### src/rtl/axi_rd_arb.sv
// axi_rd_arb: shares one AXI4 read master (AR + R) between a feature fetch
// engine (requester 0) and a weight fetch engine (requester 1).
// Grants bursts round-robin into a single AR output slot, tags them with ARID,
// counts outstanding bursts per requester and steers R beats back by RID.
// Optional macro AXI_RD_WT_PRIO_EN: requester 1 wins every tie (fixed priority).
module axi_rd_arb #(
  parameter int unsigned ID_W     = 4,
  parameter int unsigned DATA_W   = 128,
  parameter int unsigned MAX_OUTS = 4
) (
  input  logic              clk,
  input  logic              rst_n,
  input  logic              req0_ar_vld,
  output logic              req0_ar_rdy,
  input  logic [31:0]       req0_ar_addr,
  input  logic [7:0]        req0_ar_len,
  output logic              req0_r_vld,
  output logic [DATA_W-1:0] req0_r_data,
  output logic              req0_r_last,
  input  logic              req0_r_rdy,
  input  logic              req1_ar_vld,
  output logic              req1_ar_rdy,
  input  logic [31:0]       req1_ar_addr,
  input  logic [7:0]        req1_ar_len,
  output logic              req1_r_vld,
  output logic [DATA_W-1:0] req1_r_data,
  output logic              req1_r_last,
  input  logic              req1_r_rdy,
  output logic [31:0]       M_AXI_ARADDR,
  output logic [7:0]        M_AXI_ARLEN,
  output logic [ID_W-1:0]   M_AXI_ARID,
  output logic [2:0]        M_AXI_ARSIZE,
  output logic [1:0]        M_AXI_ARBURST,
  output logic              M_AXI_ARVALID,
  input  logic              M_AXI_ARREADY,
  input  logic [ID_W-1:0]   M_AXI_RID,
  input  logic [DATA_W-1:0] M_AXI_RDATA,
  input  logic              M_AXI_RLAST,
  input  logic              M_AXI_RVALID,
  output logic              M_AXI_RREADY,
  output logic              idle,
  output logic              rid_err
);

  localparam int unsigned OUTS_W  = $clog2(MAX_OUTS + 1);
  localparam int unsigned PEND_W  = OUTS_W + 1;
  localparam logic [2:0]  AR_SIZE = 3'($clog2(DATA_W / 8));

  typedef enum logic {SLOT_EMPTY = 1'b0, SLOT_FULL = 1'b1} slot_state_t;

  slot_state_t       slot_state;
  logic [OUTS_W-1:0] outs0, outs1;
  logic [PEND_W-1:0] pend0, pend1;
  logic              slot_full, ar_drain, can_load;
  logic              slot_is0, slot_is1, rid_is0, rid_is1;
  logic              elig0, elig1, pick1, gnt0, gnt1, r_done;

  assign slot_full = (slot_state == SLOT_FULL);
  assign ar_drain  = slot_full && M_AXI_ARREADY;
  assign can_load  = !slot_full || M_AXI_ARREADY;

  // A burst parked in the slot already counts against its requester's limit
  assign slot_is0 = slot_full && (M_AXI_ARID == ID_W'(0));
  assign slot_is1 = slot_full && (M_AXI_ARID == ID_W'(1));
  assign pend0    = PEND_W'(outs0) + PEND_W'(slot_is0);
  assign pend1    = PEND_W'(outs1) + PEND_W'(slot_is1);
  assign elig0    = req0_ar_vld && (pend0 < PEND_W'(MAX_OUTS));
  assign elig1    = req1_ar_vld && (pend1 < PEND_W'(MAX_OUTS));

`ifdef AXI_RD_WT_PRIO_EN
  assign pick1 = 1'b1;
`else
  logic rr_ptr;

  // Tie-break pointer: names the requester favoured next, flips after each grant
  always_ff @(posedge clk or negedge rst_n) begin
    if (!rst_n)    rr_ptr <= 1'b0;
    else if (gnt0) rr_ptr <= 1'b1;
    else if (gnt1) rr_ptr <= 1'b0;
  end

  assign pick1 = rr_ptr;
`endif

  assign gnt0        = can_load && elig0 && !(elig1 && pick1);
  assign gnt1        = can_load && elig1 && !(elig0 && !pick1);
  assign req0_ar_rdy = gnt0;
  assign req1_ar_rdy = gnt1;

  // AR output slot: load on grant (also while draining), empty on handshake
  always_ff @(posedge clk or negedge rst_n) begin
    if (!rst_n) begin
      slot_state   <= SLOT_EMPTY;
      M_AXI_ARADDR <= 32'd0;
      M_AXI_ARLEN  <= 8'd0;
      M_AXI_ARID   <= '0;
    end else if (gnt0 || gnt1) begin
      slot_state   <= SLOT_FULL;
      M_AXI_ARADDR <= gnt1 ? req1_ar_addr : req0_ar_addr;
      M_AXI_ARLEN  <= gnt1 ? req1_ar_len : req0_ar_len;
      M_AXI_ARID   <= ID_W'(gnt1);
    end else if (ar_drain) begin
      slot_state   <= SLOT_EMPTY;
    end
  end

  assign M_AXI_ARVALID = slot_full;
  assign M_AXI_ARSIZE  = AR_SIZE;
  assign M_AXI_ARBURST = 2'b01;

  // R steering by RID; unknown IDs are always accepted and dropped
  assign rid_is0      = (M_AXI_RID == ID_W'(0));
  assign rid_is1      = (M_AXI_RID == ID_W'(1));
  assign req0_r_vld   = M_AXI_RVALID && rid_is0;
  assign req1_r_vld   = M_AXI_RVALID && rid_is1;
  assign req0_r_data  = M_AXI_RDATA;
  assign req1_r_data  = M_AXI_RDATA;
  assign req0_r_last  = M_AXI_RLAST;
  assign req1_r_last  = M_AXI_RLAST;
  assign M_AXI_RREADY = rid_is0 ? req0_r_rdy : (rid_is1 ? req1_r_rdy : 1'b1);
  assign r_done       = M_AXI_RVALID && M_AXI_RREADY && M_AXI_RLAST;

  // Outstanding burst count for requester 0; saturates at zero for stray beats
  always_ff @(posedge clk or negedge rst_n) begin
    if (!rst_n) begin
      outs0 <= '0;
    end else begin
      if (ar_drain && slot_is0 && !(r_done && rid_is0))
        outs0 <= outs0 + OUTS_W'(1);
      else if (r_done && rid_is0 && !(ar_drain && slot_is0) && (outs0 != '0))
        outs0 <= outs0 - OUTS_W'(1);
    end
  end

  // Outstanding burst count for requester 1; saturates at zero for stray beats
  always_ff @(posedge clk or negedge rst_n) begin
    if (!rst_n) begin
      outs1 <= '0;
    end else begin
      if (ar_drain && slot_is1 && !(r_done && rid_is1))
        outs1 <= outs1 + OUTS_W'(1);
      else if (r_done && rid_is1 && !(ar_drain && slot_is1) && (outs1 != '0))
        outs1 <= outs1 - OUTS_W'(1);
    end
  end

  // Sticky flag for any beat carrying an ID neither requester owns
  always_ff @(posedge clk or negedge rst_n) begin
    if (!rst_n)                                  rid_err <= 1'b0;
    else if (M_AXI_RVALID && !rid_is0 && !rid_is1) rid_err <= 1'b1;
  end

  assign idle = !slot_full && (outs0 == '0) && (outs1 == '0) && !req0_ar_vld && !req1_ar_vld;

endmodule

### config.mk
export PLATFORM = sky130hd
export DESIGN_NAME = axi_rd_arb
export DESIGN_NICKNAME = d
export VERILOG_FILES = /design/src/rtl/axi_rd_arb.sv
export SDC_FILE = /design/constraint.sdc
export NUM_CORES = 1
export LEC_CHECK = 0
export ABC_AREA = 1
export CAP_MARGIN = 40
export CORE_AREA = 2 2 207 209
export DETAILED_ROUTE_END_ITERATION = 8
export DIE_AREA = 0 0 209 211
export HOLD_SLACK_MARGIN = 0.06
export PLACE_DENSITY = 0.5
export SKIP_CTS_REPAIR_TIMING = 1
export SLEW_MARGIN = 10
export SYNTH_ARGS = -nofsm -noshare
export SYNTH_HDL_FRONTEND = slang
export SYNTH_SLANG_ARGS = --single-unit
### constraint.sdc
create_clock -name clk -period 4.17 [get_ports clk]
set_input_delay 0.834 -clock clk [delete_from_list [all_inputs] [get_ports clk]]
set_output_delay 0.834 -clock clk [all_outputs]
set_load 0.01 [all_outputs]
=== Word level (Yosys, flattened, before mapping) ===
Cells that the tools add are included.

* Register bits: 50
* Output and inout port bits: 315
* Logic and storage cells: 84

* $add $sub $neg: 6
* Eq/ne operators: 1
* Reductions and logical operators: 55
* $lt $le $gt $ge: 2
* Mux-type cells: 12

{| class="wikitable"
|+ Operator list
! kind !! number
|-
| 2-to-1 mux 32 bit || 1
|-
| logical AND 1 bit || 31
|-
| zero test 1 bit || 12
|-
| 2-to-1 mux 3 bit || 4
|-
| adder 3 x 1 -> 4 bit || 2
|-
| zero test 4 bit || 2
|-
| < comparator 4 x 3 -> 1 bit (second input constant) || 2
|-
| 2-to-1 mux 8 bit || 1
|-
| nonzero test 2 bit || 4
|-
| adder 3 x 1 -> 3 bit (second input constant) || 2
|-
| zero test 3 bit || 2
|-
| 2-to-1 mux 1 bit || 6
|-
| nonzero test 3 bit || 2
|-
| subtractor 3 x 1 -> 3 bit (second input constant) || 2
|-
| equality test 4 x 1 -> 1 bit (second input constant) || 1
|-
| logical OR 1 bit || 2
|}

=== Longest topological paths before layout ===
* Depth in word-level cells: 10
* Depth in mapped cells: 11
* Mapped depth without buffers: 10

=== Least setup slack after synthesis ===
Ideal clock, no wire load.

* Path kind: in2out
* From: input req1_ar_vld
* To: output req1_ar_rdy
* Stages on the path: 5
* Arrival: 1470 ps
* Path slack: 1866 ps
* Path buffers: 1
* Path through: nand3_1 > nor2_2 > nand2_2 > buf_2 > inv_1

* Longest elaborated chain between the ends: 3

{| class="wikitable"
|+ RTL lines
! what !! line !! text
|-
| start, declared || 21 || <nowiki>input logic req1_ar_vld,</nowiki>
|-
| logical AND 1 bit || 68 || <nowiki>assign elig1 = req1_ar_vld && (pend1 < PEND_W'(MAX_OUTS));</nowiki>
|-
| logical AND 1 bit (2 in a row) || 86 || <nowiki>assign gnt1 = can_load && elig1 && !(elig0 && !pick1);</nowiki>
|-
| end, declared || 22 || <nowiki>output logic req1_ar_rdy,</nowiki>
|}

No other way between the ends.

=== Worst setup path in the final report ===
* From: input M_AXI_ARREADY
* To: output req0_ar_rdy

* Longest elaborated chain between the ends: 3

{| class="wikitable"
|+ RTL lines
! what !! line !! text
|-
| start, declared || 35 || <nowiki>input logic M_AXI_ARREADY,</nowiki>
|-
| logical OR 1 bit || 60 || <nowiki>assign can_load = !slot_full || M_AXI_ARREADY;</nowiki>
|-
| logical AND 1 bit (2 in a row) || 85 || <nowiki>assign gnt0 = can_load && elig0 && !(elig1 && pick1);</nowiki>
|-
| end, declared || 14 || <nowiki>output logic req0_ar_rdy,</nowiki>
|}

No other way between the ends.

==> reports/results.txt <==
status -> finished clean
post-route ant nets -> 0
fin crit period -> 3.35 ns
sequential-to-total area share from yosys stat -> 25.2%
Yosys reg bits -> 50
TritonCTS clock tree -> built
Vias -> 3321
Worst Path Max Fanout -> 4
CTS sink cnt -> 50
# IOs -> 536
largest net degree at the start of global routing -> 42
Worst Hold Class -> in -> async
synth unique cells -> 23
Fmax -> 299 MHz
worst-case clock buffer depth -> 2
Power per Cell Area -> 587 nW/um^2
DRC Markers -> 0
initial antenna violation count -> 0
type of origin of the critical path -> input port
Initial Util -> 11.9%
Avg Synthesized Cell Area -> 7.35 um^2
Placer Congestion -> 0.719
routing usage on met2 -> 10.1%
Worst Path Required -> 3.34 ns
worst vdd ir -> 0.214 mV
Final TNS setup -> 0 ns
Tot GR Track Use -> 6.97%
# fillers -> 4838
busiest grt layer -> met2
Reg clk slew, reported paths -> 0.08 ns
GRT overflow -> 0
post-route clock period utilization -> 80.3%
root buffer cell -> clkbuf_16
die area -> 44100 um^2
Max-slew headroom -> 59.4%
Hold Violations, Final -> 0
CP endpoint kind -> output pin
synth warn -> 0
H-tree depth -> 2
port buffer count -> 143
fin nets -> 774
top post-synthesis cells by area -> buf_4, dfrtp_1, nand2_1
layout cells sized above 1 -> 4.35%
routed length per instance -> 14.1 um
max_cap viols -> 0
post-detail-place hpwl -> 11300 um
Rows -> 75
Area Overhead vs Synth -> 4.56%
DR vias/cell -> 3.04
Leak -> 2.35 nW
Syn Inst Count -> 676
initial detailed-routing violation count -> 123
clk_skew -> 0.0108 ns
Worst-Skew Late Latency -> 0.34 ns
Finished Core Util -> 12.4%
CTS Buf Count -> 5
kind of critical path -> in -> out
DRT Pass-1 Iters -> 4
core area -> 41800 um^2
mapped cell area -> 4970 um^2
vias in the first global route -> 3411
top cell type's share of synthesized area -> 40.8%
GR Util met3 -> 3.06%
R2R cell count -> 9
# setup viols final -> 0
die width -> 209 um
DRT Wirelength -> 15400 um
leading area contributor after synthesis -> buf_4
met1 Track Usage GR -> 6.82%
Slew @ Worst Pin -> 0.609 ns
first-pass GRT wire length -> 21800 um
arrival time at the worst endpoint -> 2.51 ns
die height -> 211 um
Slew Viols, Final -> 0
RSZ-0062 raised after global routing -> no
Ant. Diodes -> 0
## power breakdown
part,switching (W),internal [W],total [W]
sequential,0.000155,0.000730,0.000884
clock,0.000249,0.000289,0.000539
combinational,0.000919,0.000707,0.00163
total,0.00132,0.00173,0.00305
## final cells by class
type                    instances  area [um^2]  area share, %
clock buffers                   5          125           2.41
clock inverters                 3         47.5          0.915
inverters                      60          228           4.38
multi-input cells             286         1380           26.6
flip-flops and latches         50         1250           24.1
well taps                     539          674           13.0
repair buffers                148         1480           28.6
## final timing paths
kind	start	endpoint	slack, ns
min in group clk	M_AXI_ARADDR[11]$_DFFE_PN0P_	M_AXI_ARADDR[11]$_DFFE_PN0P_	0.48
min	rst_n	M_AXI_ARADDR[14]$_DFFE_PN0P_	0.45
max reg2reg	M_AXI_ARID[0]$_DFFE_PN0P_	M_AXI_ARADDR[30]$_DFFE_PN0P_	1.98
max	M_AXI_ARREADY	req0_ar_rdy	0.82
max in group asynchronous	rst_n	outs0[1]$_DFFE_PN0P_	2.86
min reg2reg	M_AXI_ARADDR[11]$_DFFE_PN0P_	M_AXI_ARADDR[11]$_DFFE_PN0P_	0.48
## metal layers
metal | vias up | routed length, um
met2 | 234 | 6700
li1 | 1546 | -
met5 | - | 38
met3 | 129 | 1800
met1 | 1410 | 5340
met4 | 2 | 1560
## cells in the final DEF (no fill, tap or decap)
cell | netlist | routed
inv_2 | 2 | 2
nor2_4 | 0 | 1
nand3b_1 | 41 | 41
nor2_1 | 10 | 10
inv_6 | 0 | 2
o21ai_0 | 2 | 2
o21bai_1 | 3 | 3
clkbuf_16 | 0 | 5
nor4_1 | 1 | 1
or2_2 | 2 | 2
buf_16 | 0 | 1
bufinv_16 | 0 | 1
dfrtp_1 | 50 | 50
nand4_1 | 4 | 4
nor3_1 | 2 | 2
nand3_2 | 1 | 1
fa_1 | 2 | 2
buf_4 | 270 | 4
nand2_1 | 155 | 155
nand2_2 | 1 | 1
conb_1 | 2 | 8
inv_4 | 1 | 1
nand2_4 | 1 | 1
buf_2 | 12 | 1
nor2_2 | 2 | 1
clkdlybuf4s50_1 | 0 | 142
nand3_1 | 51 | 51
inv_1 | 57 | 57
## sequential cells by signal, indices dropped and copies added (netlist names)
| name | count |
|---|---|
| M_AXI_ARADDR | 32 |
| outs0 | 3 |
| rid_err | 1 |
| M_AXI_ARLEN | 8 |
| outs1 | 3 |
| M_AXI_ARID | 1 |
| M_AXI_ARVALID | 1 |
| pick1 | 1 |
## synth_stat cells
cell type and instances:
buf_6 4, o21bai_1 3, nand2_1 155, nor2_2 2, inv_2 2, buf_2 12, nand2_2 1, nor3_1 2
nor2_1 10, o21ai_0 2, fa_1 2, or2_2 2, inv_4 1, conb_1 2, nand3_1 51, nand2_4 1
nand3b_1 41, dfrtp_1 50, nand4_1 4, nor4_1 1, inv_1 57, nand3_2 1, buf_4 270
## kinds of logic after synthesis
group | after synthesis | share of synthesized area (%)
simple gates | 271 | 25.7
compound gates | 5 | 0.655
fa+ha+maj | 2 | 0.806
buf+inv | 346 | 47.5
flops | 50 | 25.2
other cells | 2 | 0.151
## critical path, stage by stage
cell             delay [ns]
clkdlybuf4s50_1        0.53
nor2_1                 0.11
nor2_1                 0.11
nand2_1                0.14
inv_1                  0.18
clkdlybuf4s50_1        0.61
## per-stage QoR
step	std cells	power, W	hold slack [ns]	setup slack [ns]	area [um^2]
floorplan	682	0.00202	0.462	1.87	4990
CTS	1091	0.00316	0.437	0.821	5190
finish	1091	0.00305	0.452	0.823	5190
detailed placement	1083	0.00258	0.467	0.830	5020
global route	1091	0.00336	0.470	0.707	5190
global placement	1082	0.00256	0.462	0.840	4990
Power figures use the tool's default switching activity.
